--- src/rtl/mem_stage.sv ---
// mem_stage: RV64 memory-access stage; drives the data-bus handshake and aligns/extends load/store data.
// Optional build macro MEM_MISALIGN_TRAP_EN: misaligned accesses skip the bus and flag out_exc.
//
// state | meaning
// EMPTY | no instruction held, ready to accept
// REQ   | request presented, waiting for addr_ok
// WAIT  | address accepted, waiting for data_ok
// DONE  | result presented on out_* for this cycle, ready to accept
module mem_stage #(
    parameter int XLEN   = 64,
    parameter int DBUS_W = 64
) (
    input  logic                  clk,
    input  logic                  resetn,
    input  logic                  in_valid,
    output logic                  in_ready,
    input  logic [XLEN-1:0]       in_pc,
    input  logic [XLEN-1:0]       in_alu_out,
    input  logic [XLEN-1:0]       in_store_data,
    input  logic                  in_mem_read,
    input  logic                  in_mem_write,
    input  logic [1:0]            in_msize,
    input  logic                  in_unsigned,
    input  logic [4:0]            in_dst,
    input  logic                  in_regwrite,
    input  logic [1:0]            in_wbsel,
    output logic                  dreq_valid,
    output logic [XLEN-1:0]       dreq_addr,
    output logic [2:0]            dreq_size,
    output logic [DBUS_W/8-1:0]   dreq_strobe,
    output logic [DBUS_W-1:0]     dreq_data,
    input  logic                  dresp_addr_ok,
    input  logic                  dresp_data_ok,
    input  logic [DBUS_W-1:0]     dresp_data,
    output logic                  out_valid,
    output logic [XLEN-1:0]       out_pc,
    output logic [XLEN-1:0]       out_alu_out,
    output logic [XLEN-1:0]       out_rd,
    output logic [4:0]            out_dst,
    output logic                  out_regwrite,
    output logic [1:0]            out_wbsel,
    output logic                  out_exc
);
    localparam int STRB_W = DBUS_W / 8;

    typedef enum logic [1:0] {EMPTY, REQ, WAIT, DONE} stateT;

    stateT state, nextState;
    logic accept, captureData, isMemIn, trapIn;

    logic [XLEN-1:0] pcQ, aluQ, storeQ;
    logic            readQ, writeQ, unsignedQ, regwriteQ;
    logic [1:0]      msizeQ, wbselQ;
    logic [4:0]      dstQ;

    function automatic logic [XLEN-1:0] extendLoad(input logic [DBUS_W-1:0] raw, input logic [2:0] off,
                                                    input logic [1:0] size, input logic uns);
        logic [DBUS_W-1:0] sh;
        sh = raw >> {off, 3'b000};
        case (size)
            2'd0:    return {{(XLEN-8){~uns & sh[7]}}, sh[7:0]};
            2'd1:    return {{(XLEN-16){~uns & sh[15]}}, sh[15:0]};
            2'd2:    return {{(XLEN-32){~uns & sh[31]}}, sh[31:0]};
            default: return sh[XLEN-1:0];
        endcase
    endfunction

    assign isMemIn = in_mem_read | in_mem_write;

`ifdef MEM_MISALIGN_TRAP_EN
    function automatic logic [2:0] alignMask(input logic [1:0] size);
        case (size)
            2'd0:    return 3'b000;
            2'd1:    return 3'b001;
            2'd2:    return 3'b011;
            default: return 3'b111;
        endcase
    endfunction

    assign trapIn = isMemIn & (|(in_alu_out[2:0] & alignMask(in_msize)));
`else
    assign trapIn = 1'b0;
`endif

    always_ff @(posedge clk or negedge resetn) begin
        if (!resetn) state <= EMPTY;
        else         state <= nextState;
    end

    always_comb begin
        nextState   = state;
        accept      = 1'b0;
        captureData = 1'b0;
        in_ready    = 1'b0;
        dreq_valid  = 1'b0;
        out_valid   = 1'b0;
        case (state)
            EMPTY, DONE: begin
                in_ready  = 1'b1;
                out_valid = (state == DONE);
                if (in_valid) begin
                    accept    = 1'b1;
                    nextState = (isMemIn && !trapIn) ? REQ : DONE;
                end else begin
                    nextState = EMPTY;
                end
            end
            REQ: begin
                dreq_valid = 1'b1;
                if (dresp_addr_ok && dresp_data_ok) begin
                    captureData = 1'b1;
                    nextState   = DONE;
                end else if (dresp_addr_ok) begin
                    nextState = WAIT;
                end
            end
            WAIT: begin
                dreq_valid = 1'b1;
                if (dresp_data_ok) begin
                    captureData = 1'b1;
                    nextState   = DONE;
                end
            end
            default: nextState = EMPTY;
        endcase
    end

    always_ff @(posedge clk or negedge resetn) begin
        if (!resetn) begin
            pcQ <= '0; aluQ <= '0; storeQ <= '0;
            readQ <= 1'b0; writeQ <= 1'b0; unsignedQ <= 1'b0; regwriteQ <= 1'b0;
            msizeQ <= '0; wbselQ <= '0; dstQ <= '0;
            out_pc <= '0; out_alu_out <= '0; out_rd <= '0; out_dst <= '0;
            out_regwrite <= 1'b0; out_wbsel <= '0; out_exc <= 1'b0;
        end else begin
            if (accept) begin
                pcQ <= in_pc; aluQ <= in_alu_out; storeQ <= in_store_data;
                readQ <= in_mem_read; writeQ <= in_mem_write; unsignedQ <= in_unsigned;
                regwriteQ <= in_regwrite; msizeQ <= in_msize; wbselQ <= in_wbsel; dstQ <= in_dst;
            end
            // Non-memory and trapped instructions complete straight from the execute inputs.
            if (accept && (!isMemIn || trapIn)) begin
                out_pc <= in_pc; out_alu_out <= in_alu_out; out_rd <= '0; out_dst <= in_dst;
                out_regwrite <= in_regwrite & ~trapIn; out_wbsel <= in_wbsel; out_exc <= trapIn;
            end
            if (captureData) begin
                out_pc <= pcQ; out_alu_out <= aluQ; out_dst <= dstQ;
                out_regwrite <= regwriteQ; out_wbsel <= wbselQ; out_exc <= 1'b0;
                out_rd <= readQ ? extendLoad(dresp_data, aluQ[2:0], msizeQ, unsignedQ) : '0;
            end
        end
    end

    assign dreq_addr   = aluQ;
    assign dreq_size   = {1'b0, msizeQ};
    assign dreq_strobe = writeQ ? STRB_W'(((STRB_W'(1) << (4'(1) << msizeQ)) - STRB_W'(1)) << aluQ[2:0]) : '0;
    assign dreq_data   = writeQ ? DBUS_W'(storeQ) << {aluQ[2:0], 3'b000} : '0;
endmodule

--- config.mk ---
export PLATFORM = sky130hd
export DESIGN_NAME = mem_stage
export DESIGN_NICKNAME = d
export VERILOG_FILES = /design/src/rtl/mem_stage.sv
export SDC_FILE = /design/constraint.sdc
export NUM_CORES = 1
export LEC_CHECK = 0
export BUFFER_PORTS_ARGS = -buffer_cell sky130_fd_sc_hd__buf_4
export CORE_AREA = 4 4 236 238
export CTS_BUF_LIST = sky130_fd_sc_hd__clkbuf_4
export CTS_CLUSTER_DIAMETER = 40
export DETAILED_ROUTE_END_ITERATION = 7
export DIE_AREA = 0 0 240 242
export PLACE_DENSITY = 0.6
export SLEW_MARGIN = 5
export SYNTH_ARGS = -nofsm -noshare
export SYNTH_HDL_FRONTEND = slang
export SYNTH_SLANG_ARGS = --single-unit
--- constraint.sdc ---
create_clock -name clk -period 3.9 [get_ports clk]
set_clock_uncertainty 0.05 [all_clocks]
set_input_delay 0.39 -clock clk [delete_from_list [all_inputs] [get_ports clk]]
set_output_delay 0.39 -clock clk [all_outputs]
set_load 0.01 [all_outputs]
==> results_dict.tcl <==
set metrics [dict create \
    cts_root_buf "clkbuf_4" \
    setup_violations 0 \
    clkTransAtPathRegs_ps 60 \
    synth_top_area_cell "dfrtp_1" \
    drc_errors 0 \
    clk-insertion-delay-late_ps 840 \
    drtIter0Drc 1071 \
    status "finished, violations left" \
    synth-seq-cells 407 \
    rsz0062_at_grt "false" \
    yosys-top-cells-area "dfrtp_1, mux2_2, mux2i_1" \
    die_y_um 242 \
    synth_common_cells "dfrtp_1, mux2i_1, mux2_2" \
    finalNonFillerCells 3440 \
    p_total_mw 24.3 \
    ant_nets 0 \
    numPortBuffers 614 \
    rows 85 \
    drv_cap 0 \
    synth_edf_count 0 \
    power_frac_seq 0.325 \
    grtUsageTotal 0.240 \
    slew_headroom -0.0264 \
    grt_pass1_wl_mm 110 \
    yosysTopAreaCellShare 0.508 \
    htreeDepth 3 \
    violations "max-slew violations" \
    timing.setup.tns_ps 0 \
    hpwlAfterDp_mm 51.6 \
    synth_area_um2 20000 \
    worstPathArrival_ps 3130 \
    antenna_found_initial 13 \
    max_freq_mhz 280 \
    fin_crit_sh 0.916 \
    crit_type "reg -> out" \
    syn_to_final_growth_pct 45.4 \
    intPower_mw 14.5 \
    cp_data_required_time_ps 3460 \
    min_period_ps 3570 \
    finalNetCount 2920 \
    yosysWarnings 0 \
    grt_pass1_vias 18400 \
    yosysMostFrequentCell "dfrtp_1" \
    cellLeakagePower_nw 13.4 \
    grt_max_degree 212 \
    worstMarginPinSlew_ps 1540 \
    hold_violations 0 \
    synth-seq-area-share 0.508 \
    critPathMaxStageDelay_ps 770 \
    ys_types 45 \
    gp_congestion 0.900 \
    vias 17600 \
    cts_buffer_depth 3 \
    p_switching_mw 9.80 \
    cts_buffers 113 \
    cpMaxStageDelayCell "dfrtp_4" \
    power.density_nw_per_um2 833 \
    hold_class "in -> reg" \
    fp.dieW_um 240 \
    synth_area_per_cell_um2 11.2 \
    wl_per_cell_um 21.0 \
    drive_above_1_share 0.404 \
    synthArstFlopShare 1.00 \
    r2r_cells 7 \
    synthCells 1783 \
    die_area_um2 58100 \
    ys.flop_type "dfrtp_1" \
    ir_worst_vdd_v 0.000449 \
    startpoint_type "flop" \
    start_util 0.374 \
    drv_slew 47 \
    finish.utilization 0.544 \
    clock-sinks 407 \
    netSwitchingFraction 0.404 \
    drt-pass1-iter-count 6 \
    cts_tree "yes" \
    cp_max_fo 69 \
    crit_path_end_kind "output port" \
    path_cells "buf_12 > mux2_2 > mux2i_1 > o22ai_1 > and2_1 > buf_4" \
    overflow 0 \
    coreArea_um2 53600 \
    routed_via_density 5.12 \
    whs_path_depth 4 \
    clockPowerShare 0.161 \
    combPwrFrac 0.514 \
    pin_count 617 \
    stdcell_area_um2 29100 \
    post-cts-setup-buffers 0 \
    dp_cells 2983 \
    placed_area_um2 25300 \
    wl_mm 72.4 \
]
==> timing repair <==
action                     4_1_cts  5_1_grt
hold buffers                   240        0
gates resized for setup          0        1
setup endpoints to repair        0        2
hold endpoints to repair       465        0
==> per-stage QoR <==
step | hold WS [ps] | worst slack (ps)
floorplan | 44.4 | 1630
global placement | 404 | 1070
detailed placement | 411 | 1050
CTS | 0.129 | 58.1
global route | 65.7 | 171
finish | 132 | 326
==> cell usage in the layout, fill, tap and decap left out, drive strengths merged, types with 3 or more instances in the layout <==
cell type	n
a211o	14
a211oi	23
a21oi	26
a22oi	8
and2	19
and3	17
buf	645
clkbuf	177
clkinv	23
dfrtp	407
diode	13
dlygate4sd3	240
ha	4
inv	11
mux2	237
mux2i	241
mux4	16
nand2	223
nand2b	12
nor2	78
nor2b	36
nor3	4
o211ai	3
o21ai	209
o221ai	8
o22a	8
o22ai	25
==> layout make-up <==
cell class,count,area (um2)
Sequential cell,407,10200
Inverter,8,30.0
Fill cell,4709,24500
Tap cell,696,871
Antenna cell,13,32.5
Clock buffer,177,1330
Clock inverter,27,118
Multi-Input combinational cell,1227,9200
Timing Repair Buffer,885,7360
==> power by group through the flow <==
stage	Combinational, mW	Clock [mW]	Sequential [mW]
after floorplan	6.89	0	7.89
after global placement	12.0	0	7.81
after detailed placement	12.2	0	7.89
after CTS	12.5	4.07	7.86
after global routing	13.5	4.29	8.14
final	12.5	3.92	7.89
==> path summary, 6_finish.rpt <==
check	from	end	slack, ps
hold reg to reg	pcQ[44]	out_pc[44]	420
hold / removal	dresp_data[14]	out_rd[6]	130
max in group asynchronous	resetn	out_rd[0]	2560
setup reg to reg	state[0]	out_alu_out[62]	940
setup / recovery	dreq_addr[0]	dreq_data[44]	330
min in group asynchronous	resetn	out_rd[18]	170
==> metal layers <==
| layer | routed length (um) | GRT usage |
|---|---|---|
| met5 | 0 | 0 |
| met4 | 2580 | 0.104 |
| met3 | 6120 | 0.0683 |
| met2 | 34600 | 0.388 |
| met1 | 29000 | 0.301 |
==> cell families after synthesis <==
group | count (synthesis) | synth area share
buffers and inverters | 150 | 0.0342
adder cells (fa/ha/maj) | 4 | 0.00250
other | 1 | 0.000187
multiplexers | 494 | 0.272
AO/OA/AOI/OAI | 333 | 0.0972
AND/OR/NAND/NOR | 394 | 0.0861
flip-flops | 407 | 0.508
==> critical path: cells and delay by family (launching register included) <==
kind                   cells  cell delay (ps)
AOI/OAI and AO/OA          1              150
muxes                      2              550
buffers and inverters      2              550
and+or+nand+nor            1              210
DFF                        1              770
==> state kept, by name (all words and copies together), names as in the netlist, 2 cells and up <==
register     count
out_alu_out     64
storeQ          64
out_rd          64
out_pc          64
dreq_addr       64
out_dst          5
msizeQ           2
pcQ             64
state            2
wbselQ           2
dstQ             5
out_wbsel        2
No activity file was read; power rests on OpenSTA's default activity.
